[config.mk]
export PLATFORM = sky130hd
export DESIGN_NAME = telemetry_rx
export DESIGN_NICKNAME = d
export VERILOG_FILES = /design/src/rtl/telemetry_pkg.sv /design/src/rtl/uart_rx.sv /design/src/rtl/telemetry_rx.sv
export SDC_FILE = /design/constraint.sdc
export NUM_CORES = 1
export LEC_CHECK = 0
export ABC_AREA = 1
export CELL_PAD_IN_SITES_DETAIL_PLACEMENT = 0
export CELL_PAD_IN_SITES_GLOBAL_PLACEMENT = 2
export CORE_UTILIZATION = 32
export CTS_CLUSTER_DIAMETER = 100
export DETAILED_ROUTE_END_ITERATION = 10
export PLACE_DENSITY = 0.85
export SKIP_CTS_REPAIR_TIMING = 1
export SYNTH_ARGS = -nofsm -noshare
export SYNTH_HDL_FRONTEND = slang
export SYNTH_SLANG_ARGS = --single-unit
[constraint.sdc]
create_clock -name clk -period 1.6 [get_ports clk]
set_input_delay 0.32 -clock clk [delete_from_list [all_inputs] [get_ports clk]]
set_output_delay 0.32 -clock clk [all_outputs]
set_load 0.02 [all_outputs]
[src/rtl/telemetry_pkg.sv]
// Shared constants and types for the eBike telemetry receiver.
package telemetry_pkg;

    localparam logic [7:0]  HDR1      = 8'hAA;
    localparam logic [7:0]  HDR2      = 8'h55;
    localparam int unsigned PAY_BYTES = 6;

    typedef enum logic [1:0] {PKT_HDR1, PKT_HDR2, PKT_PAY} pkt_state_t;

    typedef enum logic [1:0] {RX_IDLE, RX_START, RX_DATA, RX_STOP} rx_state_t;

    typedef struct packed {
        logic [11:0] batt;
        logic [11:0] curr;
        logic [11:0] torque;
    } telem_t;

    // Payload bytes held until the packet completes; torque low byte goes straight to the outputs.
    typedef struct packed {
        logic [11:0] batt;
        logic [11:0] curr;
        logic [3:0]  torque_hi;
    } shadow_t;

endpackage

[src/rtl/uart_rx.sv]
// 8N1 UART byte receiver: synchroniser, start-bit validation, centre sampling.
module uart_rx
    import telemetry_pkg::*;
#(
    parameter int unsigned BAUD_DIV = 5208
) (
    input  logic       clk,
    input  logic       rst_n,
    input  logic       RX,
    output logic [7:0] rx_data,
    output logic       rdy,
    output logic       frm_err
);

    localparam int unsigned CW = $clog2(BAUD_DIV);
    localparam logic [CW-1:0] HALF_M1 = CW'(BAUD_DIV / 2 - 1);
    localparam logic [CW-1:0] FULL_M1 = CW'(BAUD_DIV - 1);

    rx_state_t     r_state;
    logic          r_sync1;
    logic          r_sync2;
    logic          r_sync_q;
    logic [CW-1:0] r_cnt;
    logic [2:0]    r_bitn;
    logic [7:0]    r_shift;

    always_ff @(posedge clk or negedge rst_n) begin
        if (!rst_n) begin
            r_sync1  <= 1'b1;
            r_sync2  <= 1'b1;
            r_sync_q <= 1'b1;
            r_state  <= RX_IDLE;
            r_cnt    <= '0;
            r_bitn   <= '0;
            r_shift  <= '0;
            rx_data  <= '0;
            rdy      <= 1'b0;
            frm_err  <= 1'b0;
        end else begin
            r_sync1  <= RX;
            r_sync2  <= r_sync1;
            r_sync_q <= r_sync2;
            rdy      <= 1'b0;
            frm_err  <= 1'b0;
            case (r_state)
                RX_IDLE: begin
                    r_cnt <= '0;
                    if (!r_sync2 && r_sync_q) begin
                        r_state <= RX_START;
                    end
                end
                RX_START: begin
                    // A start bit that is high again at mid-bit was a glitch.
                    if (r_cnt == HALF_M1) begin
                        r_cnt   <= '0;
                        r_bitn  <= '0;
                        r_state <= r_sync2 ? RX_IDLE : RX_DATA;
                    end else begin
                        r_cnt <= r_cnt + CW'(1);
                    end
                end
                RX_DATA: begin
                    if (r_cnt == FULL_M1) begin
                        r_cnt   <= '0;
                        r_shift <= {r_sync2, r_shift[7:1]};
                        r_bitn  <= r_bitn + 3'd1;
                        if (r_bitn == 3'd7) begin
                            r_state <= RX_STOP;
                        end
                    end else begin
                        r_cnt <= r_cnt + CW'(1);
                    end
                end
                RX_STOP: begin
                    if (r_cnt == FULL_M1) begin
                        r_cnt   <= '0;
                        r_state <= RX_IDLE;
                        if (r_sync2) begin
                            rx_data <= r_shift;
                            rdy     <= 1'b1;
                        end else begin
                            frm_err <= 1'b1;
                        end
                    end else begin
                        r_cnt <= r_cnt + CW'(1);
                    end
                end
                default: r_state <= RX_IDLE;
            endcase
        end
    end

endmodule

[src/rtl/telemetry_rx.sv]
// Telemetry packet receiver: header lock, payload reassembly, atomic output update.
module telemetry_rx
    import telemetry_pkg::*;
#(
    parameter int unsigned BAUD_DIV = 5208,
    parameter int unsigned TMO_CYC  = 20 * BAUD_DIV,
    parameter int unsigned FAST_SIM = 0
) (
    input  logic        clk,
    input  logic        rst_n,
    input  logic        RX,
    output logic [11:0] batt,
    output logic [11:0] curr,
    output logic [11:0] torque,
    output logic        vld,
    output logic        pkt_err
);

    localparam int unsigned BD  = (FAST_SIM != 0) ? 16  : BAUD_DIV;
    localparam int unsigned TMO = (FAST_SIM != 0) ? 320 : TMO_CYC;
    localparam int unsigned TW  = $clog2(TMO + 1);

    logic [7:0] w_rx_data;
    logic       w_rdy;
    logic       w_frm_err;

    pkt_state_t r_state;
    logic [2:0] r_idx;
    shadow_t    r_shd;
    telem_t     r_out;
    logic [TW-1:0] r_tmo;
    logic       r_vld;
    logic       r_pkt_err;

    uart_rx #(
        .BAUD_DIV (BD)
    ) u_uart_rx (
        .clk     (clk),
        .rst_n   (rst_n),
        .RX      (RX),
        .rx_data (w_rx_data),
        .rdy     (w_rdy),
        .frm_err (w_frm_err)
    );

    always_ff @(posedge clk or negedge rst_n) begin
        if (!rst_n) begin
            r_state   <= PKT_HDR1;
            r_idx     <= '0;
            r_shd     <= '0;
            r_out     <= '0;
            r_tmo     <= '0;
            r_vld     <= 1'b0;
            r_pkt_err <= 1'b0;
        end else begin
            r_vld     <= 1'b0;
            r_pkt_err <= 1'b0;
            if (w_rdy) begin
                r_tmo <= '0;
                case (r_state)
                    PKT_HDR1: begin
                        if (w_rx_data == HDR1) r_state <= PKT_HDR2;
                    end
                    PKT_HDR2: begin
                        r_idx <= '0;
                        if (w_rx_data == HDR2)      r_state <= PKT_PAY;
                        else if (w_rx_data != HDR1) r_state <= PKT_HDR1;
                    end
                    PKT_PAY: begin
                        // High bytes carry only 4 significant bits.
                        if (!r_idx[0] && (w_rx_data[7:4] != 4'h0)) begin
                            r_pkt_err <= 1'b1;
                            r_state   <= PKT_HDR1;
                        end else begin
                            r_idx <= r_idx + 3'd1;
                            case (r_idx)
                                3'd0: r_shd.batt[11:8] <= w_rx_data[3:0];
                                3'd1: r_shd.batt[7:0]  <= w_rx_data;
                                3'd2: r_shd.curr[11:8] <= w_rx_data[3:0];
                                3'd3: r_shd.curr[7:0]  <= w_rx_data;
                                3'd4: r_shd.torque_hi  <= w_rx_data[3:0];
                                default: begin
                                    r_out.batt   <= r_shd.batt;
                                    r_out.curr   <= r_shd.curr;
                                    r_out.torque <= {r_shd.torque_hi, w_rx_data};
                                    r_vld        <= 1'b1;
                                    r_state      <= PKT_HDR1;
                                end
                            endcase
                        end
                    end
                    default: r_state <= PKT_HDR1;
                endcase
            end else if (w_frm_err) begin
                r_tmo     <= '0;
                r_pkt_err <= (r_state == PKT_PAY);
                r_state   <= PKT_HDR1;
            end else if (r_state == PKT_HDR1) begin
                r_tmo <= '0;
            end else if (r_tmo == TW'(TMO)) begin
                r_tmo     <= '0;
                r_pkt_err <= (r_state == PKT_PAY);
                r_state   <= PKT_HDR1;
            end else begin
                r_tmo <= r_tmo + TW'(1);
            end
        end
    end

    assign batt    = r_out.batt;
    assign curr    = r_out.curr;
    assign torque  = r_out.torque;
    assign vld     = r_vld;
    assign pkt_err = r_pkt_err;

endmodule

* Yosys cells after proc, flatten, opt, wreduce, memory -nomap -nowiden
Index checks and enable logic that the tools add are counted.
** Storage, ports and cells
- Output and inout bits :: 38
- Bits of input ports :: 3
- Logic and storage cells :: 125
- Flip-flop bits (word level) :: 127
** Operators by class
- Equal/unequal tests :: 26
- Bitwise operators :: 2
- Multiplexer cells :: 45
- Add/sub/neg operators :: 4
- Reductions and logical operators :: 25
** Operator list (count)
- $mux W17 :: 4
- $pmux W13 S3 :: 1
- $mux W2 :: 15
- $mux W13 :: 2
- $reduce_and A4 Y1 :: 6
- $add A17 B1 Y17 const B :: 1
- $eq A17 B17 Y1 const B :: 1
- $mux W1 :: 16
- $add A13 B1 Y13 const B :: 1
- $eq A13 B12 Y1 const B :: 1
- $eq A13 B13 Y1 const B :: 1
- $pmux W3 S2 :: 2
- $ne A2 B1 Y1 const B :: 5
- $reduce_and A5 Y1 :: 2
- $mux W3 :: 3
- $reduce_and A3 Y1 :: 3
- $eq A8 B7 Y1 const B :: 1
- $eq A8 B8 Y1 const B :: 1
- $ne A4 B4 Y1 const B :: 2
- $ne A8 B8 Y1 const B :: 1
- $pmux W2 S4 :: 1
- $add A3 B1 Y3 const B :: 2
- $eq A2 B2 Y1 const B :: 3
- $eq A3 B2 Y1 const B :: 2
- 18 further kinds :: 25

* Logic depth before layout (Yosys ltp)
- Word-level depth :: 6
- Mapped depth :: 11
- Mapped depth without buffers :: 11

* Modules after synthesis
A second synthesis with hierarchy kept.
** Unflattened totals
- Cells, all modules :: 645
- Area, all modules :: 5666.7 um2
** Modules (own cells, without submodules)
- telemetry_rx :: times used 1, sequential area each 2202.1 um2, cells each 439, area an instance 3784.9 um2
- uart_rx :: times used 1, sequential area each 979.7 um2, cells each 206, area an instance 1881.8 um2

* Least setup slack after synthesis
Ideal clock, no wire load.
- Path type :: flip-flop to flip-flop
- From :: register r_idx[0]
- To :: register, netlist name batt[0]
- Setup time :: 0.065 ns
- Setup slack :: -0.017 ns
- Data required time :: 1.535 ns
- Path buffers :: 2
- Period minus slack after synthesis :: 1.617 ns
- Cell stages (with the launch flop) :: 12
- Data arrival time :: 1.552 ns
- Cells stage by stage :: dfrtp_1 > ha_1 > ha_1 > nor2_1 > nand2_1 > nor2_4 > nand2_8 > inv_4 > buf_8 > buf_12 > nand2_2 > nand2_1
** Between the ends
- Longest elaborated chain between the ends :: 4
- Elaborated cells on any way between the ends :: 11
- Classes of those cells :: eq/ne: 4; bitwise: 2; reduce/logical: 5
** RTL lines
- start: declaration :: RTL line telemetry_rx.sv:28 : logic [2:0] r_idx;
- start signal: assignment :: RTL line telemetry_rx.sv:75 : r_idx <= r_idx + 3'd1;
- $eq A3 B2 Y1, or another cell as far along :: RTL line telemetry_rx.sv:76 : case (r_idx)
- $reduce_or A5 Y1 (no source line) or $logic_and A1 B1 Y1 (tied branches)
- $not A1 Y1 (no source line)
- $reduce_and A4 Y1 (no source line) (*)
Mark *: on every way between the ends. The rest lies on a longest branch, timed or not.
A chain may end at the register's enable or synchronous reset.

* Final worst setup path
- From :: register r_idx[1]
- To :: register, netlist name curr[2]
** Between the ends
- Longest elaborated chain between the ends :: 4
- Elaborated cells on any way between the ends :: 8
- Classes of those cells :: eq/ne: 4; bitwise: 1; reduce/logical: 3
** RTL lines (RTL line)
- $eq A3 B2 Y1, or another cell as far along :: telemetry_rx.sv:76
- $reduce_or A5 Y1 (no source line) (*)
- $not A1 Y1 (no source line) (*)
- $reduce_and A4 Y1 (no source line) (*)
Marks and branches as above.

==> metrics.md <==
| Metric | Value |
|---|---|
| Run status | complete, but fails checks |
| Failing checks | negative setup slack |
| Antenna fix cells | 0 |
| Slew Viols, Final | 0 |
| Setup CP Type | register to register |
| Crit-path max FO | 10 |
| Clk buf depth | 2 |
| FF+latch count, synth | 127 |
| 1st-iter DRT viols | between 150 and 200 |
| Crit path DAT | just over 2000 ps |
| Drt via density | 4.56 |
| Sequential cell area fraction in the yosys report | 0.560 |
| Post-Syn Area | 5680 sq um |
| CP Buf/Inv Count | 2 |
| Height of the die | between 100 and 150 um |
| PnR worst setup slack | -73.9 ps |
| Area growth syn-to-layout | 39.8% |
| Share of synthesized registers carrying an async set or reset | 1.00 |
| VDD IR max | 0.000702 V |
| # DRC | 0 |
| Worst Tran Pin Value | 445 ps |
| TNS Setup | -1740 ps |
| Largest net degree at the start of global routing | 37 |
| Setup violators final | 38 |
| CP peak stage delay | 410 ps |
| RSZ-0062 raised after global routing | yes |
| DIE AREA | 18300 sq um |
| DRT antenna net count | 0 |
| Routability-driven placement congestion ratio | 0.838 |
| Netlist cell types | 36 |
| Top Ports | 41 |
| Final Critical Period | around 1700 ps |
| Clock-pin slew on the worst setup and hold paths | 60 ps |
| Final Hold Viols | 0 |
| Most frequent cells in the layout | nand2_1 (181), dfrtp_1 (123), inv_1 (59), nor2_1 (59), o21ai_0 (47) |
| Critical path required time | 1960 ps |
| Number of synthesized flops with an enable pin | 0 |
| Cells after Synth | 660 |
| Hold WC Path Type | input pin to register |
| MaxCap Viol Count | 0 |
| CP delay by family, top | simple AND/OR/NAND/NOR gates |
| Syn Nets | 673 |
| CTS tree | yes |
| Synth Flop Type | dfrtp_1 |
| Sink Count | 127 |
| Row cnt | 48 |
| Max Freq | 597 MHz |
| Largest area contributor in the netlist | dfrtp_1 |
| Via count | 4569 |
| First-pass GRT wire length | around 21 mm |
| Core area | 17300 sq um |
| Vias in the first global route | 4353 |
| Syn Area/Cell | 8.61 sq um |
| Wirelength, routed | 13.1 mm |
| Final HPWL DP | 8.80 mm |
| Most common cell after layout, fill and taps aside | nand2_1 |
| Startpoint Class | register |
| Relative slew slack | 0.704 |
| Warnings from Yosys | 0 |
| Initial antenna violation count | 0 |
| Starting Density | 0.329 |
| Nets | 778 |
| CTS H-tree lvls | 4 |
| Fraction of layout cells with a size suffix above 1 | 0.261 |
| Root Buffer | clkbuf_16 |
| Post-Route Utilization | 0.459 |
| Crit path max-delay cell type | dfrtp_1 |
| CTS Buf Count | 17 |
| Skew final | 7.47 ps |
| All-layer global routing usage | 0.146 |
| Port bufs | 40 |
| Worst-Skew Late Latency | 420 ps |
| PwrDens | 1010 nW/um^2 |
| Top cells by area, synth | dfrtp_1 (55%), nand2_1 (14%), o21ai_0 (4.9%) |
| Die W | 135 um |
| GR Overflow Total | 0 |
| Final period util | 1.05 |
| CP cell instances | ha_2, ha_4, nor2_4, nand2_2, nor2_4, nand2_8, clkinv_8, clkbuf_16, nand2_1, nand2_1 |
| P_leak | roughly 4.4 nW |
| Pre-antenna DRT Iters | 6 |
| Drt wl/cell | approximately 13 um |
| Share of Yosys cell area claimed by the top area cell type | 0.546 |
| Critical Path End Type | register |
==> state kept, by name (all words and copies together) (netlist names), named ones only <==
signal and cells:
curr 12, u_uart_rx.r_sync_q 1, u_uart_rx.r_sync1 1, r_shd 28, batt 12, r_tmo 17, vld 1, torque 12
u_uart_rx.r_shift 8, u_uart_rx.r_state 1, u_uart_rx.rx_data 8, pkt_err 1, u_uart_rx.rdy 1, r_state 2, u_uart_rx.r_bitn 3, u_uart_rx.frm_err 1
u_uart_rx.r_cnt 13, u_uart_rx.r_sync2 1, r_idx 3
==> metal layers <==
layer	track usage	vias up	part of all wire
met5	0	-	0
met4	0.0562	0	0.010
met3	0.0340	12	0.035
met2	0.244	67	0.51
met1	0.183	2194	0.45
li1	-	2296	-
==> worst register-to-register path, cell delays in order (launching register included) <==
cell,delay (ps)
dfrtp_1,410
ha_2,210
ha_4,170
nor2_4,100
nand2_2,70
nor2_4,160
nand2_8,140
clkinv_8,100
clkbuf_16,160
nand2_1,50
nand2_1,50
==> cell usage after synthesis (4+ instances only) <==
master and number:
o21ai_1 4, nand4_1 5, a21oi_1 11, nand3_1 20, nand2_1 219, dfrtp_1 124, buf_2 6, nor2_1 65
nor2_2 6, nor3_1 9, o21a_1 8, nand2_2 14, inv_1 64, o21ai_0 56, ha_1 10, nor2_4 4
inv_2 7
==> cell type report <==
| type | instances | area (sq um) |
|---|---|---|
| Fill cell | 1673 | 9350 |
| Sequential cell | 127 | 3180 |
| Multi-Input combinational cell | 449 | 2430 |
| Timing Repair Buffer | 97 | 1120 |
| Clock buffer | 17 | 425 |
| Inverter | 73 | 300 |
| Tap cell | 225 | 282 |
| Clock inverter | 15 | 198 |
==> cell families (layout without fill, tap and decap cells) <==
group | count (synthesis) | after routing | synth area share
AND/OR/NAND/NOR | 353 | 353 | 0.270
flip-flops | 127 | 127 | 0.560
buffers and inverters | 84 | 202 | 0.0660
AO/OA/AOI/OAI | 82 | 82 | 0.0764
adder cells (fa/ha/maj) | 10 | 10 | 0.0220
XOR/XNOR | 4 | 4 | 0.00616
==> report_power, final <==
group	total (mW)	switching (mW)	internal, mW
registers	3.35	0.0729	3.27
clock network	4.09	1.58	2.51
logic	0.558	0.357	0.200
total	7.99	2.01	5.98
==> path summary, 6_finish.rpt <==
check / start / endpoint / slack, ps / cells past startpoint
min reg2reg: u_uart_rx.r_sync1 / u_uart_rx.r_sync2 / 360 / 0
min in group asynchronous: rst_n / r_idx[1] / 400 / 2
max reg2reg: r_idx[1] / curr[2] / -70 / 10
min: RX / u_uart_rx.r_sync1 / 310 / 1
max in group asynchronous: rst_n / u_uart_rx.r_cnt[9] / 620 / 3
max: r_idx[1] / curr[2] / -70 / 10
==> through the flow <==
stage	area (sq um)	power [mW]	hold slack (ps)	setup slack, ps	instances
floorplan	5690	3.67	24.4	4.83	660
global placement	6650	3.85	302	-13.9	952
detailed placement	6650	3.87	300	-79.4	952
CTS	7270	7.99	-145	-172	984
global route	7940	8.33	312	-168	1003
finish	7940	7.99	311	-73.9	1003
Note: power is estimated with default switching activity, not from simulation.
